### src/rtl/uart_frame_rx_if.sv
// Receiver-side bundle for uart_frame_rx: serial line, pop strobe,
// FIFO head, status and error pulses.
// Ports: RX, RD_EN (to receiver); DATA, VALID, BUSY, FRAME_ERR,
//        OVERRUN, PARITY_ERR (from receiver).
interface uart_frame_rx_if;
   logic       RX;
   logic       RD_EN;
   logic [7:0] DATA;
   logic       VALID;
   logic       BUSY;
   logic       FRAME_ERR;
   logic       OVERRUN;
   logic       PARITY_ERR;

   modport master (
      output RX,
      output RD_EN,
      input  DATA,
      input  VALID,
      input  BUSY,
      input  FRAME_ERR,
      input  OVERRUN,
      input  PARITY_ERR
   );

   modport slave (
      input  RX,
      input  RD_EN,
      output DATA,
      output VALID,
      output BUSY,
      output FRAME_ERR,
      output OVERRUN,
      output PARITY_ERR
   );
endinterface

### src/rtl/uart_frame_rx.sv
// Oversampling 8N1 UART receiver with a small FWFT receive FIFO.
// Ports: CLK, ARST_L (sync, active-low), bus (uart_frame_rx_if.slave).
// Optional even-parity bit: define UART_RX_PARITY_EN.
module uart_frame_rx #(
   parameter int BAUD_DIV   = 326,
   parameter int OVERSAMPLE = 16,
   parameter int FIFO_DEPTH = 4
) (
   input  logic          CLK,
   input  logic          ARST_L,
   uart_frame_rx_if.slave bus
);

   localparam int M  = OVERSAMPLE / 2;
   localparam int DW = $clog2(BAUD_DIV);
   localparam int SW = $clog2(OVERSAMPLE);
   localparam int AW = $clog2(FIFO_DEPTH);

   localparam logic [DW-1:0] DIV_LAST = DW'(BAUD_DIV - 1);
   localparam logic [SW-1:0] S_LAST   = SW'(OVERSAMPLE - 1);
   localparam logic [SW-1:0] S_PRE    = SW'(M - 1);
   localparam logic [SW-1:0] S_MID    = SW'(M);
   localparam logic [SW-1:0] S_VOTE   = SW'(M + 1);
   localparam logic [AW:0]   FULL     = (AW+1)'(FIFO_DEPTH);

   localparam logic [2:0] IDLE   = 3'd0;
   localparam logic [2:0] START  = 3'd1;
   localparam logic [2:0] DATA   = 3'd2;
`ifdef UART_RX_PARITY_EN
   localparam logic [2:0] PARITY = 3'd3;
`endif
   localparam logic [2:0] STOP   = 3'd4;
   localparam logic [2:0] BREAK  = 3'd5;

   // line synchronizer; rx_d is the previous rx_s for edge detect
   logic rx_m;
   logic rx_s;
   logic rx_d;

   logic [2:0]    state;
   logic [DW-1:0] div;
   logic [SW-1:0] scnt;
   logic [1:0]    smp;
   logic [2:0]    bcnt;
   logic [7:0]    shreg;
   logic          push_req;
   logic [7:0]    push_byte;
   logic          frame_err_q;

`ifdef UART_RX_PARITY_EN
   logic          bad_par;
   logic          par_err_q;
`else
   localparam logic bad_par = 1'b0;
`endif

   logic tick;
   logic at_pre;
   logic at_mid;
   logic at_vote;
   logic vote;

   assign tick    = (state != IDLE) && (div == DIV_LAST);
   assign at_pre  = tick && (scnt == S_PRE);
   assign at_mid  = tick && (scnt == S_MID);
   assign at_vote = tick && (scnt == S_VOTE);

   // 2-of-3 majority; third sample is taken live at the vote tick
   assign vote = (smp[0] & smp[1]) |
                 (smp[0] & rx_s) |
                 (smp[1] & rx_s);

   always_ff @(posedge CLK) begin
      if (!ARST_L) begin
         rx_m <= 1'b1;
         rx_s <= 1'b1;
         rx_d <= 1'b1;
      end else begin
         rx_m <= bus.RX;
         rx_s <= rx_m;
         rx_d <= rx_s;
      end
   end

   always_ff @(posedge CLK) begin
      if (!ARST_L) begin
         state       <= IDLE;
         div         <= '0;
         scnt        <= '0;
         smp         <= '0;
         bcnt        <= '0;
         shreg       <= '0;
         push_req    <= 1'b0;
         push_byte   <= '0;
         frame_err_q <= 1'b0;
`ifdef UART_RX_PARITY_EN
         bad_par     <= 1'b0;
         par_err_q   <= 1'b0;
`endif
      end else begin
         push_req    <= 1'b0;
         frame_err_q <= 1'b0;
`ifdef UART_RX_PARITY_EN
         par_err_q   <= 1'b0;
`endif
         // timebase is held at zero while idle so a
         // new frame always starts aligned to its edge
         if (state == IDLE) begin
            div  <= '0;
            scnt <= '0;
         end else begin
            div <= tick ? '0 : div + DW'(1);
            if (tick) begin
               scnt <= (scnt == S_LAST) ? '0
                     : scnt + SW'(1);
            end
         end

         if (at_pre) smp[0] <= rx_s;
         if (at_mid) smp[1] <= rx_s;

         unique case (state)
            IDLE: begin
               if (rx_d && !rx_s) begin
                  state <= START;
`ifdef UART_RX_PARITY_EN
                  bad_par <= 1'b0;
`endif
               end
            end
            START: begin
               if (at_mid && rx_s) begin
                  state <= IDLE;
               end else if (at_vote) begin
                  bcnt  <= '0;
                  state <= vote ? IDLE : DATA;
               end
            end
            DATA: begin
               if (at_vote) begin
                  shreg <= {vote, shreg[7:1]};
                  bcnt  <= bcnt + 3'd1;
                  if (bcnt == 3'd7) begin
`ifdef UART_RX_PARITY_EN
                     state <= PARITY;
`else
                     state <= STOP;
`endif
                  end
               end
            end
`ifdef UART_RX_PARITY_EN
            PARITY: begin
               if (at_vote) begin
                  if (vote != ^shreg) begin
                     par_err_q <= 1'b1;
                     bad_par   <= 1'b1;
                  end
                  state <= STOP;
               end
            end
`endif
            STOP: begin
               if (at_vote) begin
                  if (vote) begin
                     push_req  <= !bad_par;
                     push_byte <= shreg;
                     state     <= IDLE;
                  end else begin
                     frame_err_q <= 1'b1;
                     state       <= BREAK;
                  end
               end
            end
            BREAK: begin
               // a held-low line must go high before
               // another start edge can be seen
               if (rx_s) state <= IDLE;
            end
            default: state <= IDLE;
         endcase
      end
   end

   logic [7:0]    mem [FIFO_DEPTH];
   logic [AW-1:0] wptr;
   logic [AW-1:0] rptr;
   logic [AW-1:0] rptr_n;
   logic [AW:0]   cnt;
   logic [AW:0]   cnt_n;
   logic          pop;
   logic          full;
   logic          push_ok;
   logic          ovr;
   logic [7:0]    head_n;
   logic [7:0]    data_q;
   logic          valid_q;
   logic          ovr_q;

   assign pop     = bus.RD_EN && (cnt != '0);
   assign full    = (cnt == FULL);
   assign push_ok = push_req && (!full || pop);
   assign ovr     = push_req && full && !pop;
   assign rptr_n  = pop ? rptr + AW'(1) : rptr;

   always_comb begin
      cnt_n = cnt;
      if (push_ok && !pop) begin
         cnt_n = cnt + (AW+1)'(1);
      end else if (!push_ok && pop) begin
         cnt_n = cnt - (AW+1)'(1);
      end
   end

   // head register looks ahead: when the new head is the slot
   // being written this edge, take the byte straight from the push
   always_comb begin
      head_n = mem[rptr_n];
      if (push_ok && (wptr == rptr_n)) begin
         head_n = push_byte;
      end
   end

   always_ff @(posedge CLK) begin
      if (push_ok) mem[wptr] <= push_byte;
   end

   always_ff @(posedge CLK) begin
      if (!ARST_L) begin
         wptr    <= '0;
         rptr    <= '0;
         cnt     <= '0;
         data_q  <= '0;
         valid_q <= 1'b0;
         ovr_q   <= 1'b0;
      end else begin
         if (push_ok) wptr <= wptr + AW'(1);
         rptr    <= rptr_n;
         cnt     <= cnt_n;
         valid_q <= (cnt_n != '0);
         data_q  <= (cnt_n != '0) ? head_n : '0;
         ovr_q   <= ovr;
      end
   end

   assign bus.DATA      = data_q;
   assign bus.VALID     = valid_q;
   assign bus.BUSY      = (state != IDLE);
   assign bus.FRAME_ERR = frame_err_q;
   assign bus.OVERRUN   = ovr_q;
`ifdef UART_RX_PARITY_EN
   assign bus.PARITY_ERR = par_err_q;
`else
   assign bus.PARITY_ERR = 1'b0;
`endif

endmodule

### src/flat_wrapper.sv
// flat-port wrapper written by rule: the top's interface ports become plain ports
module uart_frame_rx_flat 
#(
   parameter int BAUD_DIV   = 326,
   parameter int OVERSAMPLE = 16,
   parameter int FIFO_DEPTH = 4
)
  (CLK, ARST_L, bus_RX, bus_RD_EN, bus_DATA, bus_VALID, bus_BUSY, bus_FRAME_ERR, bus_OVERRUN, bus_PARITY_ERR);
  uart_frame_rx_if bus_i ();
  input  logic CLK;
  input  logic ARST_L;
  input wire logic [$bits(bus_i.RX)-1:0] bus_RX;
  input wire logic [$bits(bus_i.RD_EN)-1:0] bus_RD_EN;
  output wire logic [$bits(bus_i.DATA)-1:0] bus_DATA;
  output wire logic [$bits(bus_i.VALID)-1:0] bus_VALID;
  output wire logic [$bits(bus_i.BUSY)-1:0] bus_BUSY;
  output wire logic [$bits(bus_i.FRAME_ERR)-1:0] bus_FRAME_ERR;
  output wire logic [$bits(bus_i.OVERRUN)-1:0] bus_OVERRUN;
  output wire logic [$bits(bus_i.PARITY_ERR)-1:0] bus_PARITY_ERR;
  assign bus_i.RX = bus_RX;
  assign bus_i.RD_EN = bus_RD_EN;
  assign bus_DATA = bus_i.DATA;
  assign bus_VALID = bus_i.VALID;
  assign bus_BUSY = bus_i.BUSY;
  assign bus_FRAME_ERR = bus_i.FRAME_ERR;
  assign bus_OVERRUN = bus_i.OVERRUN;
  assign bus_PARITY_ERR = bus_i.PARITY_ERR;
  uart_frame_rx #(.BAUD_DIV(BAUD_DIV), .OVERSAMPLE(OVERSAMPLE), .FIFO_DEPTH(FIFO_DEPTH)) u_core (.CLK(CLK), .ARST_L(ARST_L), .bus(bus_i));
endmodule
### config.mk
export PLATFORM = sky130hd
export DESIGN_NAME = uart_frame_rx_flat
export DESIGN_NICKNAME = d
export VERILOG_FILES = /design/src/rtl/uart_frame_rx_if.sv /design/src/rtl/uart_frame_rx.sv /design/src/flat_wrapper.sv
export SDC_FILE = /design/constraint.sdc
export NUM_CORES = 1
export LEC_CHECK = 0
export ABC_AREA = 0
export BUFFER_PORTS_ARGS = -buffer_cell sky130_fd_sc_hd__buf_2
export CORE_UTILIZATION = 41
export CTS_CLUSTER_SIZE = 24
export DETAILED_ROUTE_END_ITERATION = 6
export PLACE_DENSITY = 0.62
export SLEW_MARGIN = 20
export SYNTH_ARGS = -nofsm -noshare
export SYNTH_HDL_FRONTEND = slang
export SYNTH_SLANG_ARGS = --single-unit
### constraint.sdc
create_clock -name CLK -period 4.89 [get_ports CLK]
set_clock_uncertainty 0.05 [all_clocks]
set_input_delay 0.978 -clock CLK [delete_from_list [all_inputs] [get_ports CLK]]
set_output_delay 0.978 -clock CLK [all_outputs]
set_load 0.05 [all_outputs]
==> results of run 1 <==
## per-layer routing
metal	vias to the layer above	routed length (microns)
li1	1390	-
met1	1312	3490
met2	35	3640
met3	6	256
met4	0	72
met5	-	0
## final timing paths
path | start | to | slack, ns
max | u_core.cnt[1] | u_core.bus.DATA[6] | 2.22
min | u_core.rx_m | u_core.rx_s | 0.36
max reg2reg | u_core.cnt[1] | u_core.bus.DATA[6] | 2.22
min reg2reg | u_core.rx_m | u_core.rx_s | 0.36
## area by class of cell
type	count	area, sq um	share of cell area (%)
well taps	133	166	3.62
repair buffers	15	75.1	1.63
multi-input cells	267	1950	42.4
flip-flops and latches	91	2140	46.6
clock inverters	7	82.6	1.80
clock buffers	9	124	2.70
inverters	15	56.3	1.23
## worst reg2reg max path: stages (launching register included)
cell and delay [ns]:
dfxtp_1 0.32, inv_1 0.11, ha_1 0.29, nor2b_1 0.59, nor3_1 0.18, a21oi_1 0.17, mux2_1 0.35, and3_1 0.37
a21oi_2 0.17
## state kept, by name (all words and copies together), names as in the netlist, 2 cells and up
register	count
u_core.bcnt	3
u_core.bus.DATA	8
u_core.push_byte	8
u_core.div	9
u_core.scnt	4
u_core.smp	2
u_core.rptr	2
u_core.cnt	3
u_core.shreg	8
u_core.wptr	2
u_core.state	3
u_core.mem	32
## kinds of logic (layout without fill, tap and decap cells)
group / after synthesis / count (layout)
adders and majority gates: 15 / 15
buffers and inverters: 36 / 46
other: 1 / 1
AOI/OAI and AO/OA: 49 / 49
and+or+nand+nor: 137 / 137
muxes: 53 / 53
xor gates and xnor gates: 12 / 12
DFF: 91 / 91
## synth_stat cells, drive strengths merged (12+ instances only)
cell type  count
inv           15
mux2i         44
a21oi         28
nand2         43
ha            14
buf           13
nor2          38
dfxtp         59
edfxtp        32
nand3         12
## stage by stage
step	instances	area [sq um]	setup WS, ns	util (%)	power [mW]
final	537	4600	2.22	46.2	1.99
after global routing	537	4600	2.00	46.2	2.09
after CTS	537	4600	2.22	46.2	2.02
after detailed placement	521	4390	1.93	44.1	1.49
after global placement	521	4390	2.04	44.1	1.48
after floorplan	394	4270	2.20	-	1.42
## power by group through the flow
stage               Sequential, mW  Clock (mW)  Combinational, mW
CTS                          0.875       0.542              0.599
global route                 0.882       0.571              0.641
finish                       0.873       0.524              0.592
detailed placement           0.892           0              0.597
floorplan                    0.953           0              0.471
global placement             0.893           0              0.588
==> results.py, run 1 <==
metrics = {
    "pwr": {
        "ir_drop_mv": 0.216,
        "p_int_mw": 1.30,
        "seqPwrFrac_pct": 43.9,
        "clock_power_share_pct": 26.3,
        "p_leak_nw": 1.82,
        "power_density_mw_per_mm2": 433,
        "comb_power_share_pct": 29.8,
        "netSwitchingFraction_pct": 34.5,
        "switchingPower_mw": 0.687,
    },
    "timing": {
        "finalHoldViolations": 0,
        "worst_slew_pin_slew_ns": 0.911,
        "rsz0062_at_grt": "no",
        "fin_crit_sh_pct": 54.5,
        "finalMaxSlewViolations": 0,
        "tns_ns": 0,
        "setup_violations": 0,
        "relSlewSlack_pct": 39.2,
        "fmax_mhz": 375,
        "min_period_ns": 2.67,
        "hold_ws_ns": 0.362,
    },
    "worst_hold_path": {
        "hold_path_class": "reg -> reg",
        "whs_path_depth": 1,
    },
    "critical_path": {
        "r2r_cells": 8,
        "endpoint_kind": "flop",
        "cpPeakStageDelay_ns": 0.59,
        "crit_family": "simple AND/OR/NAND/NOR gates",
        "path_cells": "inv_1, ha_1, nor2b_1, nor3_1, a21oi_1, mux2_1, and3_1, a21oi_2",
        "arrival_ns": 2.91,
        "critPathBufInv": 1,
        "slowest_stage": "nor2b_1",
        "start_kind": "flop",
        "critical_path_class": "reg -> reg",
        "critical_path_depth": 8,
        "cp.required_ns": 5.14,
        "critPathMaxFanout": 9,
    },
    "global_routing": {
        "grt_busiest_layer": "met2",
        "grt_antenna_before_repair": 0,
        "met3_usage_pct": 4.26,
        "grt_max_degree": 30,
        "track_usage_pct": 14.7,
        "use_met1_pct": 17.5,
        "grt_pass1_wl_microns": 12500,
        "grt_pass1_vias": 2661,
        "overflow": 0,
        "met2_usage_pct": 25.4,
    },
    "floorplanning": {
        "io_pins": 17,
        "die_y_microns": 104,
        "core-area_sq_mm": 0.00995,
        "num_rows": 36,
        "start_util_pct": 42.9,
        "dieArea_sq_mm": 0.0108,
        "die_x_microns": 104,
    },
    "cells_and_area": {
        "diodes": 0,
        "syn_to_final_growth_pct": 7.59,
        "layout_common_cells": "dfxtp_1, mux2i_1, nand2_1, nor2_1, edfxtp_1",
        "nets": 417,
        "drive_above_1_share_pct": 14.1,
        "mostFrequentLayoutCell": "dfxtp_1",
        "fillers": 926,
    },
    "placed_design": {
        "dp_hpwl_microns": 5120,
        "numPortBuffers": 15,
        "finalWeightedCongestion": 0.816,
    },
    "clocking": {
        "clk_path_buf_depth": 2,
        "cts_tree": "yes",
        "clockRootBuffer": "clkbuf_8",
        "cts_setup_buffers": 0,
        "cts_hold_buf": 0,
        "clk_pin_slew_ns": 0.10,
        "numCtsBuffers": 9,
        "clock_sinks": 91,
        "clock_latency_ns": 0.36,
        "htreeDepth": 3,
        "post_cts_resized": 0,
    },
    "synth": {
        "synth_mux_area_share_pct": 14.8,
        "synth_warnings": 0,
        "synth_fa_ha_area_share_pct": 4.34,
        "synth.area.top_cells": "dfxtp_1, edfxtp_1, mux2i_1, mux4_2, ha_1",
        "synth_xor_area_share_pct": 2.46,
        "yosys.area.top_type_share_pct": 27.7,
        "yosys.area.top_type": "dfxtp_1",
        "synth_seq_cells": 91,
        "syn_nets": 412,
        "syn_avg_cell_area_sq_um": 10.8,
        "synth-compound-area-share_pct": 7.59,
        "syn_area_sq_mm": 0.00427,
        "ys.flop_type": "dfxtp_1",
        "synth-seq-area-share_pct": 50.1,
        "yosys.cell_types.count": 54,
        "synthesis.instances": 394,
        "synthArstFlopShare_pct": 0,
        "synth-simple-area-share_pct": 16.4,
        "synth_edf_count": 32,
        "synth_top_family_by_area": "simple AND/OR/NAND/NOR gates",
    },
    "outcome": {
        "status": "finished clean",
    },
    "drt": {
        "ant_nets": 0,
        "via_per_inst": 5.11,
        "wl_per_cell_microns": 13.9,
        "via_count": 2743,
        "dr.pass1.iters": 4,
        "drc": 0,
        "routed_wl_microns": 7460,
        "drtIter0Drc": 91,
    },
    "run": {
        "maxCapViolations": 0,
    },
}
(Power assumes the default switching activity.)
==> run 2: changes to the inputs <==
==> constraint.sdc (replaced) <==
create_clock -name CLK -period 2.75 [get_ports CLK]
set_clock_uncertainty 0.05 [all_clocks]
set_input_delay 0.55 -clock CLK [delete_from_list [all_inputs] [get_ports CLK]]
set_output_delay 0.55 -clock CLK [all_outputs]
set_load 0.05 [all_outputs]
==> run 2 against run 1 <==
Compared with the run above:
- sequential share of layout area is 0.14 points lower
- combinational power up 84%
- cell count up 0.74%
- first-iteration DRC count up 2.2%
- final area up 0.30%
- non-clock buffer count grew 4
- die area unchanged
- clock-buffer cell count rose by 2
- critical endpoint is now u_core.bus.DATA[1]
==> results.py, run 2 (synthesized netlist as in run 1, its figures left out) <==
metrics = {
    "cells_and_area": {
        "layout_common_cells": "dfxtp_1, mux2i_1, nand2_1, nor2_1, edfxtp_1",
        "diodes": 0,
        "mostFrequentLayoutCell": "dfxtp_1",
        "fillers": 917,
        "layout.area.seq_sq_mm": 0.00214,
        "largest_reg_flops": 32,
        "largest-register": "u_core.mem",
        "multi_input_area_sq_mm": 0.00195,
        "utilization_pct": 46.3,
        "drive_above_1_share_pct": 14.7,
        "syn_to_final_growth_pct": 7.91,
        "nets": 421,
        "reg_top3": "u_core.mem: 32 flops, u_core.div: 9 flops",
    },
    "clocking": {
        "clockRootBuffer": "clkbuf_8",
        "cts_hold_buf": 0,
        "clock_latency_ns": 0.35,
        "clock_sinks": 91,
        "clk_path_buf_depth": 2,
        "clk_pin_slew_ns": 0.09,
        "numCtsBuffers": 9,
        "cts_tree": "yes",
        "htreeDepth": 3,
    },
    "worst_hold_path": {
        "hold_path_class": "in -> reg",
        "holdPathEnd": "u_core.rx_m",
        "whs_path_depth": 2,
        "hold_start": "bus_RX",
    },
    "drt": {
        "routed_wl_microns": 7530,
        "via_count": 2764,
        "drc": 0,
        "ant_nets": 0,
        "drtIter0Drc": 93,
        "via_per_inst": 5.11,
        "wl_per_cell_microns": 13.9,
        "dr.pass1.iters": 4,
    },
    "critical_path": {
        "critPathMaxFanout": 9,
        "path_cells": "inv_1, ha_1, nand3b_1, and2_1, a21oi_1, mux2_1, and3_2, a21oi_2",
        "slowest_stage": "mux2_1",
        "arrival_ns": 2.60,
        "start_kind": "flop",
        "cp.required_ns": 2.99,
        "crit_family": "simple AND/OR/NAND/NOR gates",
        "reg2reg_slack_ns": 0.38,
        "critical_path_depth": 8,
        "reg2reg_to": "u_core.bus.DATA[1]",
        "critPathBufInv": 1,
        "r2r_cells": 8,
        "rr_startpoint": "u_core.cnt[1]",
        "critical_path_class": "reg -> reg",
        "cpPeakStageDelay_ns": 0.35,
        "endpoint_kind": "flop",
    },
    "floorplanning": {
        "core-area_sq_mm": 0.00995,
        "num_rows": 36,
        "die_y_microns": 104,
        "dieArea_sq_mm": 0.0108,
        "die_x_microns": 104,
        "io_pins": 17,
        "start_util_pct": 42.9,
    },
    "placed_design": {
        "numPortBuffers": 15,
        "finalWeightedCongestion": 0.806,
        "dp_hpwl_microns": 5220,
    },
    "global_routing": {
        "track_usage_pct": 14.7,
        "grt_max_degree": 28,
        "grt_pass1_wl_microns": 12800,
        "grt_antenna_before_repair": 0,
        "overflow": 0,
        "grt_pass1_vias": 2646,
    },
    "run": {
        "maxCapViolations": 0,
    },
    "pwr": {
        "ir_drop_mv": 0.411,
        "power_density_mw_per_mm2": 756,
        "p_leak_nw": 1.83,
    },
    "timing": {
        "finalMaxSlewViolations": 0,
        "worst_slew_pin_slew_ns": 0.562,
        "tns_ns": 0,
        "rsz0062_at_grt": "no",
        "relSlewSlack_pct": 62.5,
        "min_period_ns": 2.37,
        "fin_crit_sh_pct": 86.0,
        "setup_violations": 0,
        "fmax_mhz": 423,
        "finalHoldViolations": 0,
    },
    "outcome": {
        "status": "finished clean",
    },
}
run 2: changes by cell type in the layout (fill, tap and decap cells not counted), moves of 2 or more:
cell      before  now
clkbuf_1       0    2
buf_4          0    4
inv_6          2    0
inv_8          2    0
run 2: area by class of cell:
cell class	instances	share of cell area, %
sequential	91	46.5
multi-input combinational	267	42.4
tap	133	3.61
clock buffer	11	2.85
timing repair buffer	19	2.28
inverter	15	1.22
clock inverter	5	1.19
run 2: where the power goes:
part	switching [mW]	total (mW)	internal (mW)
Sequential	0.0607	1.53	1.47
Combinational	0.666	1.09	0.427
Clock	0.448	0.866	0.418
Total	1.17	3.49	2.31
run 2: how the worst max path moves through the flow:
stage / slack (ns) / startpoint / to
2_1_floorplan: 0.49 / bus_RD_EN / u_core.bus.DATA[0]
3_3_place_gp: 0.24 / bus_RD_EN / u_core.bus.DATA[3]
3_5_place_dp: 0.1 / u_core.cnt[1] / u_core.bus.DATA[1]
4_1_cts: 0.08 / u_core.cnt[1] / u_core.bus.DATA[1]
5_1_grt: 0.14 / u_core.cnt[1] / u_core.bus.DATA[4]
6_report: 0.38 / u_core.cnt[1] / u_core.bus.DATA[1]
run 2: worst reg2reg max path, stage by stage (launching register included):
cell and delay (ns):
dfxtp_1 0.32, inv_1 0.11, ha_1 0.29, nand3b_1 0.24
and2_1 0.32, a21oi_1 0.16, mux2_1 0.35, and3_2 0.32
a21oi_2 0.14
run 2: repair_timing:
item,in CTS,in global routing
gates resized for setup,0,2
setup endpoints to repair,0,9
buffers inserted,0,0
run 2: layer usage:
layer | routed length [microns] | part of all wire (%) | global-route usage [%]
met1 | 3570 | 47 | 18.3
met2 | 3620 | 48 | 24.9
met3 | 209 | 2.8 | 3.57
met4 | 121 | 1.6 | 5.10
met5 | 0 | 0 | 0
run 2: stage by stage:
stage | worst slack [ns] | hold WS (ns) | instance area (sq um) | std cells | power (mW)
6_report | 0.384 | 0.333 | 4610 | 541 | 3.49
5_1_grt | 0.137 | 0.340 | 4610 | 541 | 3.67
4_1_cts | 0.0817 | 0.315 | 4610 | 541 | 3.53
3_5_place_dp | 0.0983 | 0.351 | 4420 | 525 | 2.66
3_3_place_gp | 0.238 | 0.339 | 4420 | 525 | 2.64
2_1_floorplan | 0.490 | 0.336 | 4270 | 394 | 2.53
==> run 3: changes to the inputs <==
--- a/config.mk
+++ b/config.mk
@@ -10,7 +10,7 @@
 export CORE_UTILIZATION = 41
 export CTS_CLUSTER_SIZE = 24
 export DETAILED_ROUTE_END_ITERATION = 6
-export PLACE_DENSITY = 0.62
+export PLACE_DENSITY = 0.64
 export SLEW_MARGIN = 20
 export SYNTH_ARGS = -nofsm -noshare
 export SYNTH_HDL_FRONTEND = slang
==> constraint.sdc (replaced) <==
create_clock -name CLK -period 2.11 [get_ports CLK]
set_clock_uncertainty 0.05 [all_clocks]
set_input_delay 0.422 -clock CLK [delete_from_list [all_inputs] [get_ports CLK]]
set_output_delay 0.422 -clock CLK [all_outputs]
set_load 0.05 [all_outputs]
==> run 3 against run 2 <==
Compared with the run above:
- final area rose by 8.4%
- maximum frequency rose by 15%
- register-to-register slack worse by 0.32 ns
- sequential power rose by 29%
- sequential share of layout area down 3.6 points
- clock-buffer cell count decreased by 1
- critical path type unchanged
- die area unchanged
- non-clock buffer count rose by 31
- highest routed layer unchanged
- core utilization rose by 3.9 points
- power is 45% higher
- critical endpoint unchanged
- first-iteration DRC count grew 5.4%
- largest cell class unchanged
==> results.py, run 3 (synthesized netlist as in run 1, its figures left out) <==
metrics = {
    "floorplanning": {
        "die_y_microns": 104,
        "num_rows": 36,
        "start_util_pct": 42.9,
        "die_x_microns": 104,
        "core-area_sq_mm": 0.00995,
        "io_pins": 17,
        "dieArea_sq_mm": 0.0108,
    },
    "drt": {
        "via_per_inst": 5.12,
        "via_count": 2934,
        "ant_nets": 0,
        "drc": 0,
        "wl_per_cell_microns": 14.1,
        "drtIter0Drc": 98,
        "dr.pass1.iters": 4,
        "routed_wl_microns": 8100,
    },
    "timing": {
        "tns_ns": 0,
        "fin_crit_sh_pct": 97.1,
        "rsz0062_at_grt": "yes",
        "fmax_mhz": 488,
        "finalMaxSlewViolations": 0,
        "min_period_ns": 2.05,
        "setup_violations": 0,
        "finalHoldViolations": 0,
    },
    "clocking": {
        "clockRootBuffer": "clkbuf_8",
        "cts_hold_buf": 0,
        "clock_latency_ns": 0.35,
        "cts_tree": "yes",
        "clk_pin_slew_ns": 0.09,
        "clk_path_buf_depth": 2,
        "clock_sinks": 91,
        "numCtsBuffers": 9,
        "htreeDepth": 3,
    },
    "cells_and_area": {
        "syn_to_final_growth_pct": 17.0,
        "largest-register": "u_core.mem",
        "layout_common_cells": "dfxtp_1, mux2i_1, nand2_1, nor2_1, edfxtp_1",
        "diodes": 0,
        "reg_top3": "u_core.mem: 32 flops, u_core.div: 9 flops",
        "mostFrequentLayoutCell": "dfxtp_1",
        "final_design_area_no_fill_sq_mm": 0.00500,
        "drive_above_1_share_pct": 23.0,
        "largest_reg_flops": 32,
        "nets": 453,
    },
    "pwr": {
        "switchingPower_mw": 1.67,
        "netSwitchingFraction_pct": 33.2,
        "p_leak_nw": 2.05,
        "ir_drop_mv": 0.497,
        "comb_power_share_pct": 38.3,
        "power_density_mw_per_mm2": 1010,
        "seqPwrFrac_pct": 39.0,
        "clock_power_share_pct": 22.7,
        "p_int_mw": 3.37,
        "p_total_mw": 5.04,
    },
    "placed_design": {
        "finalWeightedCongestion": 0.784,
        "numPortBuffers": 15,
        "dpl-instance-area_sq_mm": 0.00467,
        "dp_hpwl_microns": 5480,
    },
    "critical_path": {
        "start_kind": "flop",
        "critical_path_class": "reg -> reg",
        "cp.required_ns": 2.35,
        "arrival_ns": 2.29,
        "endpoint_kind": "flop",
        "rr_startpoint": "u_core.cnt[1]",
        "timing.critical_path.from": "u_core.cnt[1]",
        "reg2reg_slack_ns": 0.06,
        "critPathMaxFanout": 6,
    },
    "run": {
        "maxCapViolations": 0,
    },
    "worst_hold_path": {
        "hold_start": "bus_RX",
        "hold_path_class": "in -> reg",
    },
    "global_routing": {
        "grt_antenna_before_repair": 0,
        "grt_pass1_vias": 2760,
        "overflow": 0,
        "grt_max_degree": 17,
        "track_usage_pct": 15.4,
        "grt_pass1_wl_microns": 13200,
    },
    "outcome": {
        "status": "finished clean",
    },
}
-- run 3: power by group through the flow --
stage	logic (mW)	clock network, mW	registers (mW)
6_report	1.93	1.14	1.97
5_1_grt	2.07	1.26	1.98
4_1_cts	1.78	1.19	1.96
3_5_place_dp	1.74	0	2.00
3_3_place_gp	1.71	0	2.00
2_1_floorplan	1.11	0	2.21
-- run 3: worst max-delay path, cell delays in order (launching register included) --
cell and delay, ns:
dfxtp_2 0.35, inv_2 0.05, ha_4 0.16, buf_6 0.12, nand2b_4 0.09, nand2_8 0.09
clkbuf_16 0.17, mux2i_1 0.11, mux4_2 0.44, or2_1 0.25, a21oi_2 0.12
-- run 3: layer usage --
| metal | part of all wire, % | vias to the layer above | track usage, % |
|---|---|---|---|
| li1 | - | 1466 | - |
| met1 | 45 | 1407 | 18.6 |
| met5 | 0 | - | 0 |
| met2 | 51 | 52 | 26.8 |
| met3 | 3.4 | 9 | 3.82 |
| met4 | 0.95 | 0 | 5.20 |
-- run 3: area by class of cell --
class | instances | area [sq um]
fill | 898 | 4960
clock inverter | 6 | 63.8
timing repair buffer | 50 | 430
clock buffer | 10 | 128
multi-input combinational | 268 | 2010
sequential | 91 | 2140
inverter | 15 | 56.3
tap | 133 | 166
-- run 3: stage by stage --
stage               hold WS [ns]  utilization [%]  instances  worst slack (ns)
floorplan                  0.336                -        394            0.0203
global placement           0.341             47.0        552            0.0288
detailed placement         0.354             47.0        552            0.0200
CTS                        0.176             49.0        569           0.00392
global route               0.179             50.2        573           -0.0148
finish                     0.193             50.2        573            0.0607
-- run 3: final timing paths --
kind,to,cells after the start
setup / recovery,u_core.bus.DATA[1],10
hold / removal,u_core.rx_m,2
setup reg to reg,u_core.bus.DATA[1],10
hold reg to reg,u_core.rx_s,1
-- run 3: what timing repair did --
item                       CTS  global route
buffers inserted             0             2
pin swaps                    1            12
resized for setup            1            15
setup endpoints to repair    4            26
gates cloned                 1             2
